<file path="src/rtl/aes_dec_pkg.sv">
// aes_dec_pkg: shared types and constants for the AES-256 decryption datapath.
package aes_dec_pkg;
    localparam int NR       = 14;
    localparam int NB_BYTES = 16;
    typedef logic [15:0][7:0] state_t;
    typedef logic [3:0]       round_t;
    typedef enum logic [1:0] {IDLE, WAIT_IN, FETCH, HOLD} dec_ark_st_e;
endpackage

</file>
<file path="src/rtl/mod_dec_roundCounter.sv">
// mod_dec_roundCounter: loadable round down-counter with zero flag; saturates at 0.
module mod_dec_roundCounter
    import aes_dec_pkg::*;
#(
    parameter round_t INIT = round_t'(NR)
) (
    input  logic   clk,
    input  logic   reset,
    input  logic   load,
    input  logic   dec,
    output round_t round,
    output logic   zero
);
    round_t cnt_q, cnt_d;

    always_comb cnt_d = load ? INIT : (dec && cnt_q != '0) ? cnt_q - 4'd1 : cnt_q;

    always_ff @(posedge clk or posedge reset)
        if (reset) cnt_q <= INIT;
        else       cnt_q <= cnt_d;

    assign round = cnt_q;
    assign zero  = (cnt_q == '0);
endmodule

</file>
<file path="src/rtl/mod_dec_addroundkey.sv">
// mod_dec_addroundkey: inverse-schedule AddRoundKey; fetches keys NR..0 from the key ROM
// and XORs each into one accepted state, presenting a registered result.
module mod_dec_addroundkey #(
    parameter int NR = 14,
    parameter int N  = 16
) (
    input  logic           clk,
    input  logic           reset,
    input  logic           start,
    input  logic           in_valid,
    output logic           in_ready,
    input  logic [N*8-1:0] s,
    output logic           key_req,
    output logic [3:0]     key_addr,
    input  logic           key_ack,
    input  logic [127:0]   k,
    output logic           out_valid,
    input  logic           out_ready,
    output logic [N*8-1:0] o,
    output logic [3:0]     round_out,
    output logic           last,
    output logic           done,
    output logic           busy
);
    import aes_dec_pkg::*;

    dec_ark_st_e    state_q, state_d;
    logic [N*8-1:0] s_q, s_d, o_q, o_d;
    round_t         round_out_q, round_out_d, round;
    logic           last_q, last_d, done_q, done_d;
    logic           zero, accept, ack, cnt_load, cnt_dec;

    mod_dec_roundCounter #(.INIT(round_t'(NR))) u_cnt (
        .clk   (clk),
        .reset (reset),
        .load  (cnt_load),
        .dec   (cnt_dec),
        .round (round),
        .zero  (zero)
    );

    always_ff @(posedge clk or posedge reset)
        if (reset) state_q <= IDLE;
        else       state_q <= state_d;

    always_comb begin
        state_d = state_q;
        case (state_q)
            IDLE:    if (start)     state_d = WAIT_IN;
            WAIT_IN: if (in_valid)  state_d = FETCH;
            FETCH:   if (key_ack)   state_d = HOLD;
            HOLD:    if (out_ready) state_d = zero ? IDLE : WAIT_IN;
            default:                state_d = IDLE;
        endcase
    end

    always_comb begin
        in_ready  = (state_q == WAIT_IN);
        key_req   = (state_q == FETCH);
        key_addr  = key_req ? round : '0;
        out_valid = (state_q == HOLD);
        busy      = (state_q != IDLE);
        last      = out_valid & last_q;
    end

    // Key ROM and the input side only act in their own states; stray strobes fall through.
    always_comb begin
        accept      = in_ready & in_valid;
        ack         = key_req & key_ack;
        s_d         = accept ? s : s_q;
        o_d         = ack ? s_q ^ k[N*8-1:0] : o_q;
        round_out_d = ack ? round : round_out_q;
        last_d      = ack ? zero : last_q;
        done_d      = out_valid & out_ready & zero;
        cnt_load    = ((state_q == IDLE) & start) | done_d;
        cnt_dec     = out_valid & out_ready & ~zero;
    end

    always_ff @(posedge clk or posedge reset)
        if (reset) begin
            s_q         <= '0;
            o_q         <= '0;
            round_out_q <= '0;
            last_q      <= 1'b0;
            done_q      <= 1'b0;
        end else begin
            s_q         <= s_d;
            o_q         <= o_d;
            round_out_q <= round_out_d;
            last_q      <= last_d;
            done_q      <= done_d;
        end

    assign o         = o_q;
    assign round_out = round_out_q;
    assign done      = done_q;
endmodule

</file>
<file path="config.mk">
export PLATFORM = sky130hd
export DESIGN_NAME = mod_dec_addroundkey
export DESIGN_NICKNAME = d
export VERILOG_FILES = /design/src/rtl/aes_dec_pkg.sv /design/src/rtl/mod_dec_roundCounter.sv /design/src/rtl/mod_dec_addroundkey.sv
export SDC_FILE = /design/constraint.sdc
export NUM_CORES = 1
export LEC_CHECK = 0
export BUFFER_PORTS_ARGS = -buffer_cell sky130_fd_sc_hd__buf_2
export CORE_AREA = 2 2 156 158
export CTS_CLUSTER_DIAMETER = 80
export DETAILED_ROUTE_END_ITERATION = 8
export DIE_AREA = 0 0 158 160
export PLACE_DENSITY = 0.77
export SYNTH_ARGS = -nofsm -noshare
export SYNTH_HDL_FRONTEND = slang
export SYNTH_SLANG_ARGS = --single-unit
</file>
<file path="constraint.sdc">
create_clock -name clk -period 19.2 [get_ports clk]
set_input_delay 1.92 -clock clk [delete_from_list [all_inputs] [get_ports clk]]
set_output_delay 1.92 -clock clk [all_outputs]
set_load 0.01 [all_outputs]
</file>
* Word-level counts from Yosys, hierarchy flattened
Cells that the tools add are included.
** Storage, ports and cells
- Register bits :: 268
** Operators by class
- Multiplexer cells :: 9
- Reductions and logical operators :: 7
- Bitwise operators :: 10
- Add/subtract/negate cells :: 1
- Equality and inequality tests :: 7
** Operators by type and width (number)
- XOR 128 bit :: 1
- 2-to-1 mux 4 bit :: 3
- 2-to-1 mux 2 bit :: 4
- one-hot mux 2 bit (4 select lines) :: 1
- bitwise AND 1 bit :: 7
- == test 2 bit, second input constant :: 2
- zero test 4 bit :: 1
- != test 2 x 1 -> 1 bit, second input constant :: 2
- != test 2 bit, second input constant :: 2
- AND reduction 4 bit :: 1
- nonzero test 2 bit :: 2
- nonzero test 4 bit :: 1
- subtractor 4 x 1 -> 4 bit, second input constant :: 1
- == test 2 x 1 -> 1 bit, second input constant :: 1
- zero test 2 bit :: 1
- logical AND 1 bit :: 1
- 2-to-1 mux 1 bit :: 1
- NOT 1 bit :: 1
- bitwise OR 1 bit :: 1

* Logic depth before layout (Yosys ltp)
Gate-level depths: netlist (run 1).
- Depth after elaboration :: 6
- Depth in mapped cells :: 8
- Depth with buffers taken out :: 6

* Cells and area by module
A second synthesis (run 1) with hierarchy kept.
** Second synthesis, totals
- Cell total of the unflattened synthesis :: 876
- Area, all modules :: 11397.2 µm²
** Modules (own cells, without submodules)
- mod_dec_addroundkey :: area an instance 11163.2 µm², times used 1, seq. area each 6606.3 µm², cells an instance 854
- mod_dec_roundCounter :: area an instance 234.0 µm², times used 1, seq. area each 103.8 µm², cells an instance 22

* Least setup slack after synthesis (run 1)
No wires, ideal clock.
- Path type :: register -> output
- From :: reg state_q[0]
- To :: out key_addr[0]
- Stages on the path, launching flop included :: 4
- Data required time :: 17.280 ns
- Arrival :: 1.031 ns
- Slack :: 16.249 ns
- Path through :: dfrtp_1 -> inv_1 -> ha_1 -> and2_1
** On the way
- Longest elaborated chain between the ends :: 2
** RTL lines
- from (decl) :: RTL line mod_dec_addroundkey.sv:27 : dec_ark_st_e state_q, state_d;
- from (signal assigned) :: RTL line mod_dec_addroundkey.sv:44 : else state_q <= state_d;
- == test 2 bit :: RTL line mod_dec_addroundkey.sv:59 : key_req = (state_q == FETCH);
- net key_req :: RTL line mod_dec_addroundkey.sv:13 : output logic key_req,
- 2-to-1 mux 4 bit :: RTL line mod_dec_addroundkey.sv:60 : key_addr = key_req ? round : '0;
- to (decl) :: RTL line mod_dec_addroundkey.sv:14 : output logic [3:0] key_addr,
The timed path passes the listed nets, and every way through them passes these cells.

* Worst setup path in the final report (run 1)
- From :: reg state_q[0]
- To :: out key_addr[0]
** On the way
- Longest elaborated chain between the ends :: 2
** RTL lines (RTL line)
- == test 2 bit :: mod_dec_addroundkey.sv:59
- 2-to-1 mux 4 bit :: mod_dec_addroundkey.sv:60
Every way passes these cells.

==> results of run 1 <==
-- Yosys cell counts, drive strengths merged --
cell | count | area [um2]
dfrtp | 265 | 6630
nand2 | 148 | 558
o21ai | 133 | 673
mux2 | 128 | 1440
xnor2 | 128 | 1120
buf | 31 | 299
clkbuf | 12 | 46.3
and2 | 7 | 43.8
ha | 7 | 87.6
inv | 6 | 22.5
dfstp | 3 | 78.8
nand2b | 3 | 18.8
nor2 | 3 | 11.3
a21oi | 2 | 10.0
nor3 | 2 | 10.0
a21boi | 1 | 7.51
a21o | 1 | 7.51
nor3b | 1 | 12.5
o2111a | 1 | 11.3
o22ai | 1 | 6.26
o311ai | 1 | 8.76
o41ai | 1 | 8.76
xor2 | 1 | 8.76
-- report_power, final --
part	switching [uW]	internal, uW	total, uW
combinational	385	410	796
clock	217	342	559
sequential	167	843	1010
total	769	1600	2360
-- metrics by stage --
step	power (uW)	area, um2
floorplan	1550	11100
global route	2530	14200
CTS	2390	14200
finish	2360	14200
global placement	1770	13300
detailed placement	1820	13300
-- final timing paths --
check / start / to / slack, ps / depth (start not counted)
setup reg to reg: state_q[0]$_DFFE_PP0P_ / o[31]$_DFFE_PP0P_ / 16250 / 5
max in group asynchronous: reset / o[15]$_DFFE_PP0P_ / 16080 / 3
hold reg to reg: round_out[1]$_DFFE_PP0P_ / round_out[1]$_DFFE_PP0P_ / 470 / 2
setup / recovery: state_q[0]$_DFFE_PP0P_ / key_addr[0] / 15430 / 4
hold / removal: round_out[1]$_DFFE_PP0P_ / round_out[1]$_DFFE_PP0P_ / 470 / 2
min in group asynchronous: reset / s_q[65]$_DFFE_PP0P_ / 1560 / 2
-- cell families (layout without fill, tap and decap cells) --
logic type,after synthesis,count (layout),synth area share
XOR/XNOR,129,129,0.102
multiplexers,128,128,0.130
buffers and inverters,49,463,0.0331
flip-flops,268,268,0.603
AO/OA/AOI/OAI,141,141,0.0659
other,0,3,0
adder cells (fa/ha/maj),7,7,0.00787
AND/OR/NAND/NOR,164,164,0.0588
-- flip-flops by register name, indices dropped and copies added, names as in the netlist --
| name | cells |
|---|---|
| done | 1 |
| u_cnt.round | 4 |
| s_q | 128 |
| last_q | 1 |
| state_q | 2 |
| round_out | 4 |
| o | 128 |
-- worst reg2reg max path: stages (launching register included) --
cell and delay (ps):
dfrtp_1 400, inv_1 120, ha_1 350, nand2_8 630, buf_4 980, o21ai_0 290
-- metal layers --
layer / GRT usage / wire length, um
met5: 0 / 0
met4: 0.0844 / 1070
met3: 0.0529 / 2120
met2: 0.350 / 13000
met1: 0.230 / 9860
-- cell usage in the layout, fill, tap and decap left out --
cell type	Yosys	routed
o2111a_1	1	1
bufinv_16	0	3
nand2_8	0	1
o41ai_1	1	1
nand2_1	147	146
a21boi_0	1	1
clkbuf_1	11	6
inv_1	6	5
nand2b_1	3	3
a21o_1	1	1
buf_4	0	4
nand2_4	0	1
clkbuf_16	0	29
clkinv_2	0	4
ha_1	7	7
clkbuf_8	0	7
dfstp_2	3	3
inv_8	0	1
xor2_1	1	1
o21ai_2	2	2
nor3b_2	1	1
a21oi_1	2	2
o21ai_0	76	76
o311ai_0	1	1
xnor2_1	128	128
dfrtp_1	265	265
and2_1	7	7
nor2_1	3	3
o21ai_1	55	55
mux2_2	128	128
inv_6	0	1
o22ai_1	1	1
nor3_1	2	2
buf_2	8	403
diode_2	0	3
-- cell type report --
| class | instances | area share |
|---|---|---|
| multi-input combinational | 569 | 0.286 |
| timing repair buffer | 407 | 0.144 |
| tap | 324 | 0.0285 |
| antenna | 3 | 0.000528 |
| clock buffer | 42 | 0.0593 |
| inverter | 6 | 0.00211 |
| clock inverter | 8 | 0.00835 |
| sequential | 268 | 0.472 |
==> summary.txt, run 1 <==
Run status
  • Status: completed

Critical path
  • Crit Path Category: register to primary output
  • Slowest stage delay, CP: 420 ps
  • CP max stage cell: dfrtp_1
  • Worst Path Max Fanout: 8
  • Critical Path End Type: primary output
  • Crit start category: register
  • Crit-path cells: inv_1 -> ha_1 -> and2_1 -> buf_2
  • Worst path bufs/invs: 2
  • CP delay by family, top: flip-flops
  • Arrival @ worst endpoint: 1850 ps
  • WP data required: 17,280 ps

Clock network
  • H-tree depth: 1
  • CTS sink cnt: 268
  • Num CTS Buffers: 29
  • Reg clk slew, reported paths: 60 ps
  • Setup Buffers After CTS: 0
  • PostCTS Resize Cnt: 0
  • CTS Hold Bufs: 0
  • Clk Latency, worst-skew pair: 540 ps
  • Clock root buffer: clkbuf_16
  • CTS tree: done
  • CTS max path bufs: 3

Synth
  • Seq/Total Area, Yosys: 0.603
  • Unique masters post-synth: 28
  • Syn Nets: 1,155
  • Average size of a mapped cell: 12.6 um2
  • Synth Cell Area: 0.0111 mm2
  • Cells after synthesis: about 890
  • #FFs+latches synth: 268
  • Yosys synthesis warning count: 0

Die
  • DIE AREA: 0.0253 mm2
  • Initial core utilization: 0.467
  • Core ar.: 0.0238 mm2
  • Row count: 57
  • Die H: between 150 and 200 um
  • Die width: around 160 um
  • I/O pin cnt: 404

Routing
  • Residual DRC: 0
  • DR vias/cell: 4.79
  • DR iter-0 viols: 350
  • Detail Route Antenna Nets: 0
  • Drt wl/cell: 16.0 um
  • Routed WL: ~26 mm
  • Vias: 7,795
  • DRT Pass-1 Iters: 4

Power
  • Leakage: 0.00694 uW
  • Pwr per Cell Area: ~170 mW/mm2
  • Max VDD drop: about 0.10 mV

STA
  • Final Skew: 4.35 ps
  • Final Cycle Share: 0.196
  • Rel. slew slack: 0.336
  • RSZ-0062 raised after global routing: no
  • Setup-failing EPs final: 0
  • Final WS setup: 15,430 ps
  • Final max-slew violation count: 0
  • Worst-margin pin slew: around 1000 ps
  • Min cycle time layout: around 3800 ps
  • Fmax: 265 MHz
  • WHS: 470 ps
  • Setup_tns: 0 ps
  • Fin. Hold Viols: 0

Layout
  • Layout net count: 1,550
  • Multi-input logic area: roughly 0.004 mm2
  • Register area: 0.00671 mm2
  • Finished Core Util: 0.597
  • Final cell count without fillers: 1,627
  • Layout area overhead: 27.9%
  • Share of cells above drive strength 1: 0.452
  • Fillcell total: a little over 2,000

Job
  • Max Cap Viol: 0

Placed design
  • Port-buffer cells: 403
  • Post-DP HPWL: around 19 mm
  • Final GP Congestion: 0.846
  • Placed Instances: 1,574
  • Setup WS pre-CTS: 15,060 ps

Global routing
  • Initial antenna violation count: 3
  • Vias in the first global route: between 8,000 and 9,000
  • Grt ovf: 0
  • Global-route wire length before repair: 40.2 mm
  • Overall Global Routing Usage: 0.200
  • Pin count of the biggest net entering global routing: 160

Hold path
  • Min-Delay Path Class: register to register
Note: power is estimated with default switching activity, not from simulation.
==> run 2, diff against run 1 <==
- CORE_AREA: 2 2 156 158 -> 2 2 157 159
- DIE_AREA: 0 0 158 160 -> 0 0 159 161
- PLACE_DENSITY: 0.77 -> 0.76
- clock period: 19.2 -> 3.9 ns (I/O delays scaled with it)
==> run 2 against run 1 <==
  * Utilization fell by 0.063 points
  * First-iteration DRC count rose by 14%
  * Non-clock buffer count rose by 5
  * Sequential cell count did not move
  * Critical path depth rose by 2
  * Worst hold slack got worse by 420 ps
  * Critical path type is now register to register
  * Critical endpoint is now o[43]$_DFFE_PP0P_
  * Largest cell class unchanged
==> summary.txt, run 2 (same netlist as run 1, synthesis figures left out) <==
Routing
  • Residual DRC: 0 (unchanged)
  • Drt wl/cell: 16.0 um (-0.15%)
  • DR iter-0 viols: 399 (+14%)
  • Detail Route Antenna Nets: 0 (unchanged)
  • DR vias/cell: 4.73 (-1.2%)
  • Vias: 7,731 (-0.82%)
  • Routed WL: 26.1 mm (+0.28%)
  • DRT Pass-1 Iters: 6 (+2)

Placed design
  • Placed Instances: 1,579 (+0.32%)
  • Port-buffer cells: 403 (unchanged)
  • Post-DP HPWL: 18.7 mm (+0.84%)
  • Final GP Congestion: 0.812 (-3.9%)

STA
  • Min cycle time layout: 2350 ps
  • RSZ-0062 raised after global routing: no
  • Fmax: 426 MHz
  • Rel. slew slack: 0.386 (+0.0503)
  • WHS: 50.6 ps (-419 ps)
  • Final Cycle Share: 0.601
  • Final Skew: 7.50 ps (+3.16 ps)
  • Setup-failing EPs final: 0 (unchanged)
  • Final max-slew violation count: 0 (unchanged)
  • Fin. Hold Viols: 0 (unchanged)
  • Worst-margin pin slew: 919 ps (-77.3 ps)

Clock network
  • H-tree depth: 1 (unchanged)
  • Num CTS Buffers: 29 (unchanged)
  • PostCTS Resize Cnt: 0 (unchanged)
  • Setup Buffers After CTS: 0 (unchanged)
  • CTS sink cnt: 268 (unchanged)
  • Clock root buffer: clkbuf_16
  • CTS max path bufs: 3 (unchanged)
  • Reg clk slew, reported paths: 60 ps (about the same)
  • CTS Hold Bufs: 0 (unchanged)
  • Clk Latency, worst-skew pair: 520 ps (-20 ps)
  • CTS tree: done

Power
  • Leakage: 0.00698 uW (+0.51%)
  • Pwr per Cell Area: 813 mW/mm2 (+390%)
  • Int Pwr: 7820 uW (+390%)
  • Clock Power Share: 0.232 (-0.005)
  • Comb power frac: 0.340 (+0.003)
  • Share of total power in sequential cells: 0.428 (about the same)
  • Design Power: 11,600 uW (+390%)
  • Switching power: 3810 uW (+400%)
  • Max VDD drop: 0.528 mV (+420%)
  • Switch share: 0.328 (+0.00257)

Layout
  • Final cell count without fillers: 1,634 (+0.43%)
  • Finished Core Util: 0.597 (-0.000632)
  • Layout area overhead: 28.6%
  • Layout net count: 1,555 (+0.32%)
  • Commonest non-fill, non-tap cell in the layout: buf_2
  • Share of cells above drive strength 1: 0.456 (+0.00335)
  • Most frequent cells in the layout: buf_2 (403), dfrtp_1 (265), nand2_1 (146)

Critical path
  • Worst Path Max Fanout: 120 (+112)
  • WP data required: 4280 ps (-13,000 ps)
  • Crit start category: register
  • Critical Path End Type: register
  • Arrival @ worst endpoint: 2730 ps (+880 ps)
  • Crit Path Category: register to register

Global routing
  • Vias in the first global route: 8,053 (+0.57%)
  • Grt ovf: 0 (unchanged)
  • Global-route wire length before repair: 41.8 mm (+4.0%)
  • Pin count of the biggest net entering global routing: 121 (-24%)
  • Initial antenna violation count: 2 (-1)
  • Overall Global Routing Usage: 0.202 (+0.00160)

Die
  • Die width: 159 um (+0.63%)
  • Die H: 161 um (+0.63%)
  • Row count: 57 (unchanged)
  • I/O pin cnt: 404 (unchanged)
  • DIE AREA: 0.0256 mm2 (+1.3%)
  • Core ar.: 0.0240 mm2 (+0.60%)
  • Initial core utilization: 0.464 (-0.00278)

Hold path
  • Min-Delay Path Class: input port to asynchronous set/reset pin

Run status
  • Status: completed

Job
  • Max Cap Viol: 0 (unchanged)
## run 2: cell types whose count changed in the layout (fill, tap and decap cells not counted), sizes merged
cell and change:
buf +5, bufinv -1, clkinv +4, clkinvlp +2, inv -2, diode -1
## run 2: final cells by class
cell class              count  area [um2]
clock inverters            11         108
diodes                      2        5.00
flip-flops and latches    268        6710
well taps                 324         405
fillers                  2014        9660
inverters                   6        26.3
multi-input cells         569        4070
clock buffers              42         845
repair buffers            412        2130
## run 2: path summary, 6_finish.rpt
| path | start | end | slack (ps) | depth (start not counted) |
|---|---|---|---|---|
| min in group clk | s[96] | s_q[96]$_DFFE_PP0P_ | 90 | 2 |
| hold reg to reg | o[19]$_DFFE_PP0P_ | o[19]$_DFFE_PP0P_ | 470 | 2 |
| hold / removal | reset | s_q[52]$_DFFE_PP0P_ | 50 | 2 |
| max in group asynchronous | reset | u_cnt.round[3]$_DFFE_PP1P_ | 2890 | 3 |
| setup / recovery | state_q[0]$_DFFE_PP0P_ | o[43]$_DFFE_PP0P_ | 1550 | 6 |
| setup reg to reg | state_q[0]$_DFFE_PP0P_ | o[43]$_DFFE_PP0P_ | 1550 | 6 |
## run 2: power by group through the flow
stage	combinational (uW)	clock, uW	sequential, uW
after floorplan	2480	0	5170
after global placement	3850	0	4940
after global routing	4390	2890	5150
final	3950	2700	4980
after detailed placement	3980	0	5010
after CTS	4010	2770	4980
## run 2: metrics by stage
step / instance area (um2) / setup TNS (ps) / setup slack [ps]
detailed placement: 13300 / 0 / 1610
finish: 14300 / 0 / 1550
global route: 14300 / 0 / 1320
CTS: 14300 / 0 / 1590
floorplan: 11100 / -7160 / -27.0
global placement: 13300 / 0 / 1720
## run 2: per-layer routing
metal  part of all wire  vias to the layer above  track usage
met5                  0                        -            0
met4              0.025                        0       0.0661
met3              0.071                       44       0.0480
met2               0.50                      299        0.351
met1               0.40                     3649        0.249
li1                   -                     3739            -
## run 2: critical path, stage by stage, from the launching register on
cell     delay (ps)
dfrtp_1         420
inv_1           180
ha_1            440
nand2_8         450
buf_4           440
nand2_1         100
o21ai_0          80
